<file path="src/rtl/store_buffer_if.sv">
// -----------------------------------------------------------------------------
// store_buffer_if
// Bundles the pipeline-side request/response signals and the data-memory
// signals of the store buffer.
//   master : the environment (pipeline + data memory). It drives the request
//            and the combinational memory read data.
//   slave  : the store buffer itself.
// Signals:
//   req_read/req_write/req_address/req_data : pipeline load/store request
//   rd_data/stall/count                     : load result, hold, occupancy
//   mem_read/mem_write/mem_address/mem_wdata: data-memory strobes and bus
//   mem_result                              : combinational memory read data
// -----------------------------------------------------------------------------
interface store_buffer_if #(
    parameter int DEPTH = 4
);
    localparam int CW = $clog2(DEPTH) + 1;

    logic          req_read;
    logic          req_write;
    logic [31:0]   req_address;
    logic [31:0]   req_data;
    logic [31:0]   rd_data;
    logic          stall;
    logic [CW-1:0] count;
    logic          mem_read;
    logic          mem_write;
    logic [31:0]   mem_address;
    logic [31:0]   mem_wdata;
    logic [31:0]   mem_result;

    modport master (
        output req_read, req_write, req_address, req_data, mem_result,
        input  rd_data, stall, count, mem_read, mem_write, mem_address, mem_wdata
    );

    modport slave (
        input  req_read, req_write, req_address, req_data, mem_result,
        output rd_data, stall, count, mem_read, mem_write, mem_address, mem_wdata
    );
endinterface

</file>
<file path="src/rtl/store_buffer.sv">
// -----------------------------------------------------------------------------
// store_buffer
// FIFO of pending stores sitting between the pipeline and data memory.
// Stores are buffered and written to memory only in cycles where the pipeline
// does not use the memory port (idle or stalled). Loads that match a buffered
// word either forward the youngest matching data or stall until the matching
// stores have drained.
//
// Optional feature macro: STORE_FWD_EN
//   defined   : load hits forward the youngest matching entry, no stall
//   undefined : load hits stall and drain one entry per cycle until no match
//
// Ports:
//   clk  : clock, rising edge
//   rst  : asynchronous active-low reset; discards all buffered stores
//   bus  : store_buffer_if.slave (request, response and memory signals)
// -----------------------------------------------------------------------------
module store_buffer #(
    parameter int DEPTH = 4
) (
    input  logic          clk,
    input  logic          rst,
    store_buffer_if.slave bus
);
    localparam int PW = $clog2(DEPTH);
    localparam int CW = PW + 1;

`ifdef STORE_FWD_EN
    localparam bit FWD_EN = 1'b1;
`else
    localparam bit FWD_EN = 1'b0;
`endif

    logic [31:0]   r_addr [DEPTH];
    logic [31:0]   r_data [DEPTH];
    logic [DEPTH-1:0] r_valid;
    logic [PW-1:0] r_head;
    logic [PW-1:0] r_tail;
    logic [CW-1:0] r_count;

    logic          w_match;
    logic          w_hit;
    logic [31:0]   w_fwd_data;
    logic [PW-1:0] w_idx;
    logic          w_full;
    logic          w_stall;
    logic          w_drain;
    logic          w_push;

    // Scan oldest to youngest starting at the head so the last match seen is
    // the youngest one; valid entries are exactly those between head and tail.
    always_comb begin
        w_match    = 1'b0;
        w_fwd_data = '0;
        w_idx      = '0;
        for (int k = 0; k < DEPTH; k++) begin
            w_idx = r_head + PW'(k);
            if (r_valid[w_idx] && (r_addr[w_idx][31:2] == bus.req_address[31:2])) begin
                w_match    = 1'b1;
                w_fwd_data = r_data[w_idx];
            end
        end
    end

    assign w_hit   = bus.req_read & w_match;
    assign w_full  = (r_count == CW'(DEPTH));
    assign w_stall = (bus.req_write & w_full) | (w_hit & ~FWD_EN);
    // The memory port is free only when the pipeline is idle or stalled, so a
    // push and a pop never happen on the same edge.
    assign w_drain = (r_count != '0) & ((~bus.req_read & ~bus.req_write) | w_stall);
    assign w_push  = bus.req_write & ~w_stall;

    assign bus.stall       = w_stall;
    assign bus.count       = r_count;
    assign bus.mem_write   = w_drain;
    assign bus.mem_read    = bus.req_read & ~w_hit;
    assign bus.mem_address = w_drain ? r_addr[r_head] : bus.req_address;
    assign bus.mem_wdata   = w_drain ? r_data[r_head] : '0;

    always_comb begin
        bus.rd_data = '0;
        if (!w_stall && bus.req_read) begin
            if (!w_hit)
                bus.rd_data = bus.mem_result;
            else if (FWD_EN)
                bus.rd_data = w_fwd_data;
        end
    end

    // Entry payload needs no reset: the valid bits alone decide occupancy.
    always_ff @(posedge clk) begin
        if (w_push) begin
            r_addr[r_tail] <= bus.req_address;
            r_data[r_tail] <= bus.req_data;
        end
    end

    always_ff @(posedge clk or negedge rst) begin
        if (!rst) begin
            r_valid <= '0;
            r_head  <= '0;
            r_tail  <= '0;
            r_count <= '0;
        end else begin
            if (w_push) begin
                r_valid[r_tail] <= 1'b1;
                r_tail          <= r_tail + PW'(1);
            end
            if (w_drain) begin
                r_valid[r_head] <= 1'b0;
                r_head          <= r_head + PW'(1);
            end
            r_count <= r_count + CW'(w_push) - CW'(w_drain);
        end
    end
endmodule

</file>
<file path="src/flat_wrapper.sv">
// flat-port wrapper written by rule: the top's interface ports become plain ports
module store_buffer_flat 
#(
    parameter int DEPTH = 4
)
  (clk, rst, bus_req_read, bus_req_write, bus_req_address, bus_req_data, bus_mem_result, bus_rd_data, bus_stall, bus_count, bus_mem_read, bus_mem_write, bus_mem_address, bus_mem_wdata);
  store_buffer_if #(.DEPTH(DEPTH)) bus_i ();
  input  logic clk;
  input  logic rst;
  input wire logic [$bits(bus_i.req_read)-1:0] bus_req_read;
  input wire logic [$bits(bus_i.req_write)-1:0] bus_req_write;
  input wire logic [$bits(bus_i.req_address)-1:0] bus_req_address;
  input wire logic [$bits(bus_i.req_data)-1:0] bus_req_data;
  input wire logic [$bits(bus_i.mem_result)-1:0] bus_mem_result;
  output wire logic [$bits(bus_i.rd_data)-1:0] bus_rd_data;
  output wire logic [$bits(bus_i.stall)-1:0] bus_stall;
  output wire logic [$bits(bus_i.count)-1:0] bus_count;
  output wire logic [$bits(bus_i.mem_read)-1:0] bus_mem_read;
  output wire logic [$bits(bus_i.mem_write)-1:0] bus_mem_write;
  output wire logic [$bits(bus_i.mem_address)-1:0] bus_mem_address;
  output wire logic [$bits(bus_i.mem_wdata)-1:0] bus_mem_wdata;
  assign bus_i.req_read = bus_req_read;
  assign bus_i.req_write = bus_req_write;
  assign bus_i.req_address = bus_req_address;
  assign bus_i.req_data = bus_req_data;
  assign bus_i.mem_result = bus_mem_result;
  assign bus_rd_data = bus_i.rd_data;
  assign bus_stall = bus_i.stall;
  assign bus_count = bus_i.count;
  assign bus_mem_read = bus_i.mem_read;
  assign bus_mem_write = bus_i.mem_write;
  assign bus_mem_address = bus_i.mem_address;
  assign bus_mem_wdata = bus_i.mem_wdata;
  store_buffer #(.DEPTH(DEPTH)) u_core (.clk(clk), .rst(rst), .bus(bus_i));
endmodule
</file>
<file path="config.mk">
export PLATFORM = sky130hd
export DESIGN_NAME = store_buffer_flat
export DESIGN_NICKNAME = d
export VERILOG_FILES = /design/src/rtl/store_buffer_if.sv /design/src/rtl/store_buffer.sv /design/src/flat_wrapper.sv
export SDC_FILE = /design/constraint.sdc
export NUM_CORES = 1
export LEC_CHECK = 0
export CAP_MARGIN = 20
export CORE_ASPECT_RATIO = 1.75
export CORE_UTILIZATION = 55
export DETAILED_ROUTE_END_ITERATION = 7
export PLACE_DENSITY = 0.81
export SYNTH_ARGS = -nofsm -noshare
export SYNTH_HDL_FRONTEND = slang
export SYNTH_SLANG_ARGS = --single-unit
</file>
<file path="constraint.sdc">
create_clock -name clk -period 8.3 [get_ports clk]
set_clock_uncertainty 0.2 [all_clocks]
set_input_delay 0.83 -clock clk [delete_from_list [all_inputs] [get_ports clk]]
set_output_delay 0.83 -clock clk [all_outputs]
set_load 0.01 [all_outputs]
</file>
==> results.py <==
metrics = {
    "place": {
        "dp_hpwl_um": 37100,
        "gp_congestion": 1.01,
        "port_buffers": 201,
    },
    "power": {
        "p_comb_share_pct": 58.2,
        "report.power.total_uw": 7430,
        "vdd_drop_max_v": 0.000277,
        "p_clk_share_pct": 14.3,
        "p_per_area_nw_per_um2": 376,
        "switchingPower_uw": 3160,
        "seqPwrFrac_pct": 27.5,
        "intPower_uw": 4260,
        "p_sw_share_pct": 42.6,
        "power.leakage_uw": 0.00662,
    },
    "sta": {
        "maxSlewHeadroom_pct": 28.1,
        "setup_viol": 0,
        "max_freq_mhz": 137,
        "hold_violations": 0,
        "setup_tns_ns": 0,
        "worstMarginPinSlew_ns": 1.07,
        "rsz0062_at_grt": "false",
        "maxSlewViolCount": 0,
        "finalCriticalPeriod_ns": 7.31,
        "period_share_pct": 88.1,
    },
    "route": {
        "wl_met1_um": 18000,
        "dr_wl_met2_um": 26100,
        "wl_met3_um": 4580,
        "drc": 0,
        "drt-initial-drc-count": 1490,
        "drt_first_pass_iters": 6,
        "topRoutingLayerUsed": "met4",
        "vias_per_cell": 7.01,
        "wl_per_cell_um": 29.3,
        "vias": 12761,
        "final_antenna_net_count": 0,
        "wl_um": 53400,
    },
    "critical_path": {
        "endpoint_kind": "output port",
        "worstReg2RegStart": "u_core.r_head[0]$_DFFE_PN0N_",
        "rrSetupSlack_ns": 2.09,
        "max_stage_delay_ns": 0.84,
        "crit_chain": "inv_2, ha_4, mux4_2, xnor2_1, nand2_1, nor4_1, or4b_1, o2bb2ai_1, nor3_2, buf_4, a31oi_1, o21ai_1, clkdlybuf4s50_1",
        "crit_start": "u_core.r_head[0]$_DFFE_PN0N_",
        "critPathKind": "reg2out",
        "crit_buf_inv": 3,
        "cp.required_ns": 7.27,
        "crit_family": "simple AND/OR/NAND/NOR gates",
        "r2r_end": "u_core.bus.count[2]$_DFF_PN0_",
        "crit_path_max_fanout": 66,
        "crit_path_top_delay_cell": "dfrtp_4",
        "path_depth": 13,
        "start_kind": "flop",
        "critPathArrivalTime_ns": 6.28,
        "reg2reg_depth": 17,
    },
    "logic_synthesis": {
        "ys_warn_count": 0,
        "synth_area_leader_cell": "edfxtp_1",
        "synth_top_flop_cell": "edfxtp_1",
        "ys_ff_latch": 267,
        "yosysUniqueCellTypes": 77,
        "async_reset_ff_share_pct": 4.12,
        "synth_area_leaders": "edfxtp_1 45%, mux4_2 16%, mux2i_1 6.0%",
        "avgSynthCellArea_um2": 13.2,
        "syn_area_um2": 16900,
        "yosysSeqAreaShare_pct": 47.0,
        "synth.top_cell.area_share_pct": 45.4,
        "synth_nets": 1399,
        "synth_cells": 1288,
        "synth_edf_count": 256,
    },
    "cts": {
        "clkTransAtPathRegs_ns": 0.07,
        "cts_htree_levels": 1,
        "clkLatencyLatePin_ns": 0.55,
        "cts_buffer_depth": 3,
        "ctsResizeCount": 0,
        "cts_hold_buffers": 0,
        "cts_sinks": 267,
        "post-cts-setup-buffer-count": 0,
        "cts_root_buffer": "clkbuf_16",
        "cts_buffers": 25,
        "cts_tree": "done",
    },
    "floorplan": {
        "die_h_um": 234,
        "io_pins": 202,
        "core_area_um2": 30200,
        "initial_utilization_pct": 56.2,
        "die_area_um2": 31500,
        "die_w_um": 135,
        "std_cell_rows": 84,
    },
    "finish": {
        "area_growth_pct": 16.5,
        "diodes": 0,
        "drive_gt1_share_pct": 15.3,
        "final_common_cell": "edfxtp_1",
        "fillers": 2227,
        "most-common-layout-cells": "256 x edfxtp_1, 201 x clkdlybuf4s50_1, 118 x mux4_2",
        "fin_nets": 1527,
    },
    "worst_hold_path": {
        "min_to": "u_core.r_tail[1]$_DFFE_PN0N_",
        "hp-start": "u_core.r_tail[1]$_DFFE_PN0N_",
        "hold_path_class": "reg2reg",
        "holdPathStages": 1,
    },
    "global_routing": {
        "grt_pass1_wl_um": 78700,
        "grt_max_degree": 104,
        "globalRoute.totalOverflow": 0,
        "grt_use_total_pct": 34.3,
        "first_global_vias": 12487,
        "antenna_found_initial": 0,
    },
    "status": {
        "status": "finished, final reports clean",
    },
    "run": {
        "maxCapViolCount": 0,
    },
}
-- power by group through the flow --
stage	logic [uW]	clock network, uW	registers [uW]
5_1_grt	4540	1130	2070
4_1_cts	4240	1080	2030
3_5_place_dp	4210	0	2060
2_1_floorplan	3080	0	1930
3_3_place_gp	4200	0	2030
6_report	4320	1060	2040
-- sequential cells by signal, summed over array words and instances (netlist names) --
name	flops
u_core.r_head	2
u_core.r_tail	2
u_core.r_addr	128
u_core.r_data	128
u_core.bus.count	3
u_core.r_valid	4
-- metrics by stage --
stage	hold WS, ns	instance area [um^2]	worst slack (ns)	utilization [%]	std cells
after floorplan	0.312	16900	1.72	-	1288
after global routing	0.396	19700	0.838	65.5	1821
after detailed placement	0.351	19000	1.64	62.9	1775
after global placement	0.328	19000	1.84	62.9	1775
after CTS	0.365	19700	1.06	65.4	1820
final	0.369	19700	0.991	65.5	1821
-- layout make-up --
cell class              count  area, um^2  share of cell area, %
well taps                 387         484                   2.45
repair buffers            224        2210                   11.2
clock inverters            18         116                  0.589
inverters                  51         191                  0.969
multi-input cells         847        8140                   41.2
flip-flops and latches    267        7970                   40.4
clock buffers              27         633                   3.21
-- synth_stat cells (all sizes together) (26+ instances only) --
cell	n
a32oi	32
edfxtp	256
buf	59
a22oi	44
nor2b	34
a31oi	35
nand4	31
mux2i	102
xnor2	78
inv	51
mux4	118
o21ai	82
clkbuf	64
and3	34
nand2	26
-- layer usage --
layer / track usage [%] / vias up
met4: 26.1 / 0
li1: - / 5434
met5: 0 / -
met2: 57.9 / 824
met3: 5.92 / 191
met1: 38.6 / 6312
-- how the worst max path moves through the flow --
stage                                               end  slack, ns
after global routing                 bus_mem_address[9]       0.84
final                                bus_mem_address[9]       0.99
after floorplan           u_core.r_addr[3][0]$_DFFE_PP_       1.72
after global placement               bus_mem_address[9]       1.84
after detailed placement             bus_mem_address[9]       1.64
after CTS                             bus_mem_wdata[17]       1.06
-- kinds of logic after synthesis --
logic type	after synthesis	synth area share [%]
compound gates	283	11.7
buf+inv	174	5.24
fa+ha+maj	11	0.857
simple gates	228	7.82
mux	237	22.8
flops	267	47.0
xor+xnor	88	4.59
No activity file was read; power rests on OpenSTA's default activity.
